--- config.mk ---
export PLATFORM = sky130hd
export DESIGN_NAME = rename_map_unit
export DESIGN_NICKNAME = d
export VERILOG_FILES = /design/src/rtl/rename_map_unit.sv
export SDC_FILE = /design/constraint.sdc
export NUM_CORES = 2
export LEC_CHECK = 0
export CORE_MARGIN = 8
export CORE_UTILIZATION = 45
export CTS_BUF_LIST = sky130_fd_sc_hd__clkbuf_4 sky130_fd_sc_hd__clkbuf_8
export CTS_CLUSTER_DIAMETER = 80
export CTS_CLUSTER_SIZE = 20
export DETAILED_ROUTE_END_ITERATION = 8
export PLACE_DENSITY_LB_ADDON = 0.12
export RECOVER_POWER = 100
export SLEW_MARGIN = 20
export SYNTH_ARGS = -nofsm -noshare
export SYNTH_HDL_FRONTEND = slang
export SYNTH_SLANG_ARGS = --single-unit
--- constraint.sdc ---
create_clock -name clk -period 6.8 [get_ports clk]
set_clock_uncertainty 0.05 [all_clocks]
set_input_delay 1.36 -clock clk [delete_from_list [all_inputs] [get_ports clk]]
set_output_delay 1.36 -clock clk [all_outputs]
set_load 0.005 [all_outputs]
--- src/rtl/rename_map_unit.sv ---
// Two-wide register rename: speculative/architectural map tables, circular free list,
// commit-time release of superseded physical registers and flush-time recovery.
module rmu_lane #(
  parameter int PRW = 6
) (
  input  logic [4:0]     rs_l,
  input  logic [4:0]     rt_l,
  input  logic [4:0]     rd_l,
  input  logic [PRW-1:0] rs_rat,
  input  logic [PRW-1:0] rt_rat,
  input  logic [PRW-1:0] rd_rat,
  input  logic           byp_en,
  input  logic [4:0]     byp_l,
  input  logic [PRW-1:0] byp_p,
  input  logic           alloc,
  input  logic [PRW-1:0] new_p,
  output logic [PRW-1:0] rs_p,
  output logic [PRW-1:0] rt_p,
  output logic [PRW-1:0] rd_p,
  output logic [PRW-1:0] rd_old
);
  // Older slot's fresh destination overrides the map table for younger readers.
  always_comb begin
    rs_p = (byp_en && rs_l == byp_l) ? byp_p : rs_rat;
    if (rs_l == 5'd0) rs_p = '0;
    rt_p = (byp_en && rt_l == byp_l) ? byp_p : rt_rat;
    if (rt_l == 5'd0) rt_p = '0;
    rd_p   = alloc ? new_p : '0;
    rd_old = '0;
    if (alloc) rd_old = (byp_en && rd_l == byp_l) ? byp_p : rd_rat;
  end
endmodule

module rename_map_unit #(
  parameter int PRW = 6
) (
  input  logic           clk,
  input  logic           rst,
  input  logic           in_valid1,
  input  logic           in_valid2,
  input  logic [4:0]     rs1l,
  input  logic [4:0]     rt1l,
  input  logic [4:0]     rd1l,
  input  logic [4:0]     rs2l,
  input  logic [4:0]     rt2l,
  input  logic [4:0]     rd2l,
  input  logic           rd1_en,
  input  logic           rd2_en,
  output logic           ren_ready,
  output logic           out_valid1,
  output logic           out_valid2,
  output logic [PRW-1:0] rs1p,
  output logic [PRW-1:0] rt1p,
  output logic [PRW-1:0] rd1p,
  output logic [PRW-1:0] rd1old,
  output logic [PRW-1:0] rs2p,
  output logic [PRW-1:0] rt2p,
  output logic [PRW-1:0] rd2p,
  output logic [PRW-1:0] rd2old,
  input  logic           cm_en1,
  input  logic           cm_en2,
  input  logic [4:0]     cm_rdl1,
  input  logic [4:0]     cm_rdl2,
  input  logic [PRW-1:0] cm_rdp1,
  input  logic [PRW-1:0] cm_rdp2,
  input  logic           flush
);
  localparam int NP = 2**PRW;
  localparam int FD = NP - 32;
  localparam int PW = $clog2(FD);
  localparam int CW = $clog2(FD + 1);

  logic [PRW-1:0] srat_q [32];
  logic [PRW-1:0] arch_q [32];
  logic [PRW-1:0] arch_d [32];
  logic [PRW-1:0] fl_q   [FD];
  logic [PW-1:0]  head_q, chead_q, tail_q, chead_d, tail2;
  logic [CW-1:0]  free_q, free_d;

  logic [1:0][4:0]     rs_l, rt_l, rd_l;
  logic [1:0]          rd_en, vld, alloc;
  logic [1:0][PRW-1:0] new_p, ln_rs, ln_rt, ln_rd, ln_old;
  logic [1:0]          n_alloc, n_cm;
  logic [PRW-1:0]      push1, push2;
  logic                acc;

  function automatic logic [PW-1:0] ptr_add(input logic [PW-1:0] p, input logic [1:0] n);
    logic [PW:0] s;
    s = {1'b0, p} + (PW+1)'(n);
    if (s >= (PW+1)'(FD)) s = s - (PW+1)'(FD);
    return s[PW-1:0];
  endfunction

  assign rs_l  = {rs2l, rs1l};
  assign rt_l  = {rt2l, rt1l};
  assign rd_l  = {rd2l, rd1l};
  assign rd_en = {rd2_en, rd1_en};

  assign ren_ready = (free_q >= CW'(2)) && !flush;
  assign acc       = ren_ready && in_valid1;
  assign vld       = {acc && in_valid2, acc};

  always_comb begin
    for (int k = 0; k < 2; k++) alloc[k] = vld[k] && rd_en[k] && (rd_l[k] != 5'd0);
  end

  assign new_p[0] = fl_q[head_q];
  assign new_p[1] = fl_q[ptr_add(head_q, {1'b0, alloc[0]})];
  assign n_alloc  = {1'b0, alloc[0]} + {1'b0, alloc[1]};

  generate
    for (genvar k = 0; k < 2; k++) begin : g_lane
      logic           byp_en;
      logic [4:0]     byp_l;
      logic [PRW-1:0] byp_p;
      if (k == 0) begin : g_oldest
        assign byp_en = 1'b0;
        assign byp_l  = '0;
        assign byp_p  = '0;
      end else begin : g_younger
        assign byp_en = alloc[k-1];
        assign byp_l  = rd_l[k-1];
        assign byp_p  = new_p[k-1];
      end
      rmu_lane #(.PRW(PRW)) u_lane (
        .rs_l(rs_l[k]), .rt_l(rt_l[k]), .rd_l(rd_l[k]),
        .rs_rat(srat_q[rs_l[k]]), .rt_rat(srat_q[rt_l[k]]), .rd_rat(srat_q[rd_l[k]]),
        .byp_en(byp_en), .byp_l(byp_l), .byp_p(byp_p),
        .alloc(alloc[k]), .new_p(new_p[k]),
        .rs_p(ln_rs[k]), .rt_p(ln_rt[k]), .rd_p(ln_rd[k]), .rd_old(ln_old[k])
      );
    end
  endgenerate

  // Second commit to the same logical register releases the first commit's mapping.
  always_comb begin
    push1 = arch_q[cm_rdl1];
    push2 = (cm_en1 && cm_rdl2 == cm_rdl1) ? cm_rdp1 : arch_q[cm_rdl2];
    for (int i = 0; i < 32; i++) arch_d[i] = arch_q[i];
    if (cm_en1) arch_d[cm_rdl1] = cm_rdp1;
    if (cm_en2) arch_d[cm_rdl2] = cm_rdp2;
    n_cm    = {1'b0, cm_en1} + {1'b0, cm_en2};
    chead_d = ptr_add(chead_q, n_cm);
    tail2   = ptr_add(tail_q, {1'b0, cm_en1});
    free_d  = free_q - CW'(n_alloc) + CW'(n_cm);
  end

  always_ff @(posedge clk) begin
    if (rst) begin
      for (int i = 0; i < 32; i++) begin
        srat_q[i] <= PRW'(i);
        arch_q[i] <= PRW'(i);
      end
      for (int j = 0; j < FD; j++) fl_q[j] <= PRW'(32 + j);
      head_q  <= '0;
      chead_q <= '0;
      tail_q  <= '0;
      free_q  <= CW'(FD);
    end else begin
      for (int i = 0; i < 32; i++) arch_q[i] <= arch_d[i];
      if (cm_en1) fl_q[tail_q] <= push1;
      if (cm_en2) fl_q[tail2]  <= push2;
      tail_q  <= ptr_add(tail_q, n_cm);
      chead_q <= chead_d;
      if (flush) begin
        for (int i = 0; i < 32; i++) srat_q[i] <= arch_d[i];
        head_q <= chead_d;
        free_q <= CW'(FD);
      end else begin
        if (alloc[0]) srat_q[rd1l] <= new_p[0];
        if (alloc[1]) srat_q[rd2l] <= new_p[1];
        head_q <= ptr_add(head_q, n_alloc);
        free_q <= free_d;
      end
    end
  end

  always_ff @(posedge clk) begin
    if (rst) begin
      out_valid1 <= 1'b0;
      out_valid2 <= 1'b0;
      rs1p <= '0; rt1p <= '0; rd1p <= '0; rd1old <= '0;
      rs2p <= '0; rt2p <= '0; rd2p <= '0; rd2old <= '0;
    end else begin
      out_valid1 <= vld[0];
      out_valid2 <= vld[1];
      if (acc) begin
        rs1p <= ln_rs[0]; rt1p <= ln_rt[0]; rd1p <= ln_rd[0]; rd1old <= ln_old[0];
        rs2p <= ln_rs[1]; rt2p <= ln_rt[1]; rd2p <= ln_rd[1]; rd2old <= ln_old[1];
      end
    end
  end
endmodule

== Word level (Yosys, flattened, before mapping) ==
Memories as Yosys holds them, arrays and structs flattened. A register that Yosys moved wholly into a read port is not among the register bits.
Index checks and enable logic that the tools add are counted.

* Memory bits (writable): 576
* Input port bits: 61
* Memories: 3
* Output and inout bits: 51
* Logic and storage cells: 259
* Register bits after elaboration: 71

{| class="wikitable"
|+ Memory list
! memory !! words !! width !! rd ports !! clocked after memory_dff !! write ports !! line !! RTL
|-
| arch_q || 32 || 6 || 34 || 0 || 32 || 74 || <nowiki>logic [PRW-1:0] arch_q [32];</nowiki>
|-
| fl_q || 32 || 6 || 2 || 1 || 32 || 76 || <nowiki>logic [PRW-1:0] fl_q [FD];</nowiki>
|-
| srat_q || 32 || 6 || 6 || 0 || 32 || 73 || <nowiki>logic [PRW-1:0] srat_q [32];</nowiki>
|}

* Multiplexer cells: 123
* Eq/ne operators: 4
* Add/sub/neg operators: 14
* Bitwise logic cells: 66
* Magnitude comparators: 10
* Reduce and logical (&&, ||, !) cells: 25

{| class="wikitable"
|+ Operators by type and width
! operator !! number
|-
| 2-to-1 mux 6 bit || 82
|-
| bitwise mux 192 bit || 2
|-
| 2-to-1 mux 192 bit || 2
|-
| bitwise OR 1 bit || 64
|-
| demux 6 bit (select 5 bit) || 2
|-
| 2-to-1 mux 5 bit || 11
|-
| >= comparator 6 bit (second input constant) || 7
|-
| subtractor 5 x 1 -> 5 bit (second input constant) || 5
|-
| 2-to-1 mux 1 bit || 24
|-
| OR reduction 6 bit || 4
|-
| equality test 5 bit || 4
|-
| zero test 5 bit || 4
|-
| adder 5 x 2 -> 6 bit || 3
|-
| logical AND 1 bit || 13
|-
| adder 5 x 1 -> 6 bit || 2
|-
| less-than comparator 6 x 1 -> 1 bit (second input constant) || 2
|-
| inverter 5 -> 6 bit || 2
|-
| nonzero test 5 bit || 2
|-
| adder 6 x 2 -> 6 bit || 1
|-
| >= comparator 6 x 2 -> 1 bit (second input constant) || 1
|-
| subtractor 6 x 2 -> 6 bit || 1
|-
| adder 1 x 1 -> 2 bit || 2
|-
| OR reduction 2 bit || 1
|-
| zero test 1 bit || 1
|}

== Logic depth before layout (Yosys ltp) ==
* Depth in word-level cells: 12
* Mapped depth: 17
* Gate-level depth less buffers: 16

== Cells and area by module ==
A second synthesis with hierarchy kept.

* Cells, all modules: 4,361
* Area total of the unflattened synthesis: 47,115.2 µm²

{| class="wikitable"
|+ Modules (own cells, without submodules)
! module !! area an instance (µm²) !! times used !! seq. area each (µm²) !! cells each
|-
| rename_map_unit || 45,924.0 || 1 || 16,796.1 || 4,173
|-
| rmu_lane || 595.6 || 2 || 0.0 || 94
|}

== Worst setup path after synthesis ==
No wires, ideal clock.

* Kind: input-to-reg
* Start point: input port rd1l[3]
* End point: memory srat_q[23][2], data pin
* Setup time: 269 ps
* Slack: 2,037 ps
* Stages on the path: 14
* Data arrival time: 4,444 ps
* Path buffers: 5
* Data required time: 6,481 ps
* Cell sequence: clkbuf_1 nor3_1 a211oi_2 clkbuf_1 ha_1 ha_1 buf_2 buf_1 mux4_2 nand2_1 nand3_1 nand4_1 clkbuf_1 o22ai_1

{| class="wikitable"
|+ RTL lines
! element !! line !! RTL
|-
| start, declared || 43 || <nowiki>input logic [4:0] rd1l,</nowiki>
|-
| end, declared || 73 ||
|}

==> results <==
- The floorplan step defined a die boundary enclosing 0.117 mm².
- Setup violations remaining at the end of the flow were counted as 0.
- The number of placed I/O pins is 112.
- The dominant synthesized flop cell is edfxtp_1.
- Clock latency on the worst-skew pair, taken at its later pin, is 800 ps.
- The total area inside the core boundary comes to 0.105 mm².
- Buffers inserted to repair hold after CTS numbered 0.
- edfxtp_1 takes more of the synthesized area than any other cell.
- In this run the tool buffered the top-level ports with 111 buffer cells.
- The multi-input gate area in the final layout is 0.0284 mm².
- The run finished, with violations left.
- Relative to the synthesized area, the layout overhead comes to 4.94%.
- The max capacitance violation total is 5.
- The post-cts resize count is 0.
- The relative contribution of combinational cells to total power is 27.6%.
- Entering global routing, the biggest net connects 154 pins.
- The wire length of the first global-routing pass is 317,000 µm.
- The design draws 9.43 mW.
- The endpoint identified for the worst register-to-register timing path is srat_q[24][3].
- The critical path in this run is classified as in2reg.
- The clock share of power is 24.4%.
- The checks that failed: capacitance limit, slew limit.
- The number of cells on the worst hold path is 1.
- Clock tree synthesis found a total of 647 sinks.
- The final weighted congestion in routability-driven placement is 1.06.
- The number of filler cells placed in the layout is 9,744.
- The final layout contains routed wiring with a total length of 228,000 µm.
- The count of nets left with antenna violations once routing finished came out at 0.
- The cell sitting at the root of the clock tree is a clkbuf_8.
- The startpoint identified for the worst hold timing path is rt1p[4].
- The number of pins with negative max-slew slack in the final report came to 143.
- The clock tree from TritonCTS is done.
- The first TritonRoute pass finished after 8 iterations.
- The longest clock path from root to sink contains 3 buffers.
- The worst hold endpoint is rt1p[4].
- Cells with a size suffix above 1 make up 16.1% of the layout.
- The maximum clock frequency is 166 MHz.
- For this configuration, the core starts out at a cell density of 45.3%.
- Across all register-to-register paths, the minimum setup slack is 1120 ps.
- Dividing the detail-routed wire length by the instance count gives 39.1 µm.
- In this run the core area contains 119 standard-cell rows.
- The number of DRC violations after detailed-routing iteration 0 is 7,871.
- The proportion of register bits with asynchronous set or reset after synthesis is 0%.
- The via count of the first global-routing pass came to 39,709.
- The synthesized design devotes to its leading area cell type 24.2% of total area.
- The net switching power of the design is 3.51 mW.
- Post-CTS timing repair inserted 0 buffers for setup.
- The number of antenna violations at the first check in global routing is 14.
- The headroom to the max-slew limit is -53.6%.
- After synthesis, the cell types taking the most area are edfxtp_1 24%, mux4_2 17%, dfxtp_1 11%.
- The part of the cycle the worst path needs is 88.4%.
- The number of synthesized flops with an enable pin is 384.
- In this run switching power makes up 37.2% of total power.
- Clock-pin slew was measured on the worst setup and hold paths at 120 ps.
- Along the worst path, the maximum fanout reaches 13.
- After legalization and detailed placement, the total HPWL measured 164,000 µm.
- The slew at the pin closest to its max-slew limit is 2300 ps.
- Yosys mapped the design onto 93 distinct sky130hd cell types.
- The startpoint identified for the worst register-to-register timing path is head_q[0].
- The kind of capture point of the worst setup path is a register.
- Of the synthesized area, sequential elements account for 35.2%.
- The analysis attributes to cell leakage a power of 16.6 nW.
- Of the total power, registers draw 48.0%.
- The number of cells on the worst reg-to-reg path is 7.
- The die is 342 µm wide.
- After layout, the minimum clock period comes to 6010 ps.
- The internal cell power is 5.92 mW.
- Across the whole layout, storage elements account for 0.0168 mm².
- The power density over the cells is 188 mW/mm².
- Adding up every negative setup slack in the final design gives 0 ps.
- The hold violation total from the final report was 0.
- The count of state elements after synthesis is 647.
- The routed via count divided by cell count is 7.48.
- A synthesized cell averages 10.4 µm².
- The number of nets in the final layout is 4,502.
- The post-placement cell area is 0.0493 mm².
- The worst voltage drop across the vdd grid is 0.201 mV.
- The count of vias placed by the detailed router is 43,698.
- The nature of the critical path startpoint is an input port.
- Global routing consumed, over all layers together, 37.5% of the routing resources.
- CTS built an H-tree with a depth of 2.
- The min-delay analysis places its worst path in the category reg2reg.
- After detailed routing, the number of remaining DRC violations is 0.
- The design area is 0.0501 mm².
- In this run, CTS created clock tree buffers numbering 43.
- From bottom edge to top edge, the die measures 342 µm.
- The number of standard cells in the final layout excluding fillers is 5,845.
- The number of nets handed over by synthesis was 4,683.
- The cell count after synthesis came out at 4,597.
- Setup repair after global routing left no endpoint under its margin.
- The synthesized netlist occupies a cell area of 0.0477 mm².
- The data required time of the worst path is 7250 ps.
- Global routing finished with a remaining overflow of 0.
- The post-placement cell count is 5,761.
- The utilization of the core after routing is 47.6%.
- During synthesis, Yosys emitted a total of 0 warnings.
- The critical path data arrival time is 6460 ps.
## through the flow
stage | hold slack [ps] | setup slack [ps]
after floorplan | 399 | 2040
after global placement | 395 | 1250
after detailed placement | 401 | 1170
after CTS | 429 | 1990
after global routing | 441 | 906
final | 420 | 789
## per-layer routing
metal / vias up / share of wire, % / track usage [%]
li1: 17752 / - / -
met3: 556 / 16 / 13.8
met4: 14 / 5.9 / 16.7
met1: 21755 / 38 / 52.0
met2: 3621 / 40 / 51.8
met5: - / 0.046 / 0
## cell usage in the layout (no fill, tap or decap), types with 18 or more instances in the layout
cell type / synthesis / final
a211o_1: 19 / 19
a211oi_1: 71 / 72
a21oi_1: 143 / 142
a221oi_1: 42 / 51
a22oi_1: 168 / 168
a311oi_1: 35 / 35
a31oi_1: 76 / 76
and3_1: 22 / 22
buf_4: 39 / 113
clkbuf_1: 219 / 19
clkbuf_8: 0 / 49
clkdlybuf4s50_1: 0 / 36
dfxtp_1: 263 / 262
dlygate4sd3_1: 0 / 55
edfxtp_1: 384 / 384
ha_1: 20 / 18
inv_1: 51 / 51
mux2_2: 30 / 30
mux2i_1: 386 / 386
mux4_2: 363 / 363
nand2_1: 304 / 304
nand2b_1: 31 / 30
nand3_1: 234 / 234
nand3b_1: 18 / 18
nand4_1: 18 / 18
nor2_1: 400 / 405
nor2b_1: 87 / 86
nor3_1: 59 / 58
o211ai_1: 21 / 21
o21ai_0: 191 / 201
o221ai_1: 76 / 76
o22ai_1: 191 / 191
or2_2: 61 / 57
or3_1: 56 / 56
xor2_1: 19 / 19
## worst max-delay path: stages
cell	delay, ps
dlygate4sd3_1	540
clkbuf_1	440
nor3b_1	1450
nand3_1	410
or2_0	710
nor2_1	890
mux2i_1	450
mux2i_1	170
## worst max-delay path by stage
stage | from | endpoint | slack, ps
floorplan | rd1l[3] | srat_q[23][2] | 2040
global placement | rd1l[2] | srat_q[25][1] | 1250
detailed placement | rd1l[2] | srat_q[25][1] | 1170
CTS | rd1l[2] | srat_q[25][1] | 1990
global route | flush | srat_q[24][5] | 910
finish | flush | srat_q[24][3] | 790
## synthesized netlist by cell type, types with 30 or more instances
cell type and instances:
mux2_2 30, nor3_1 59, a31oi_1 76, buf_1 35, o21ai_0 191, nor2_1 400
a21oi_1 143, o221ai_1 76, nand3_1 234, nand2b_1 31, edfxtp_1 384, a22oi_1 168
dfxtp_1 263, mux2i_1 386, clkbuf_1 219, buf_4 39, inv_1 51, buf_2 145
a211oi_1 71, mux4_2 363, nor2b_1 87, a311oi_1 35, nand2_1 304, or2_2 61
o22ai_1 191, a221oi_1 42, or3_1 56
## power groups by stage
stage | logic, mW | clock network, mW | registers, mW
5_1_grt | 2.66 | 2.41 | 4.52
2_1_floorplan | 1.65 | 0 | 4.44
6_report | 2.61 | 2.30 | 4.52
3_5_place_dp | 2.53 | 0 | 4.59
3_3_place_gp | 2.53 | 0 | 4.59
4_1_cts | 2.54 | 2.29 | 4.50
## layout make-up
class | count | area share [%]
Clock buffer | 62 | 1.53
Sequential cell | 647 | 33.5
Inverter | 54 | 0.405
Multi-Input combinational cell | 3427 | 56.7
Antenna cell | 5 | 0.0250
Clock inverter | 16 | 0.315
Timing Repair Buffer | 243 | 3.98
Tap cell | 1391 | 3.47
## logic make-up after synthesis
| kind of cell | share of synthesized area [%] |
|---|---|
| xor gates and xnor gates | 0.605 |
| adders and majority gates | 0.734 |
| DFF | 35.2 |
| AOI/OAI and AO/OA | 16.9 |
| buffers and inverters | 5.31 |
| and+or+nand+nor | 14.4 |
| muxes | 26.9 |
## state kept, by name, summed over array words and instances, names as in the netlist
name / cells
arch_q: 192
chead_q: 5
fl_q: 192
free_q: 6
head_q: 5
out_valid1: 1
out_valid2: 1
rd1old: 6
rd1p: 6
rd2old: 6
rd2p: 6
rs1p: 6
rs2p: 6
rt1p: 6
rt2p: 6
srat_q: 192
tail_q: 5
(Power assumes the default switching activity.)
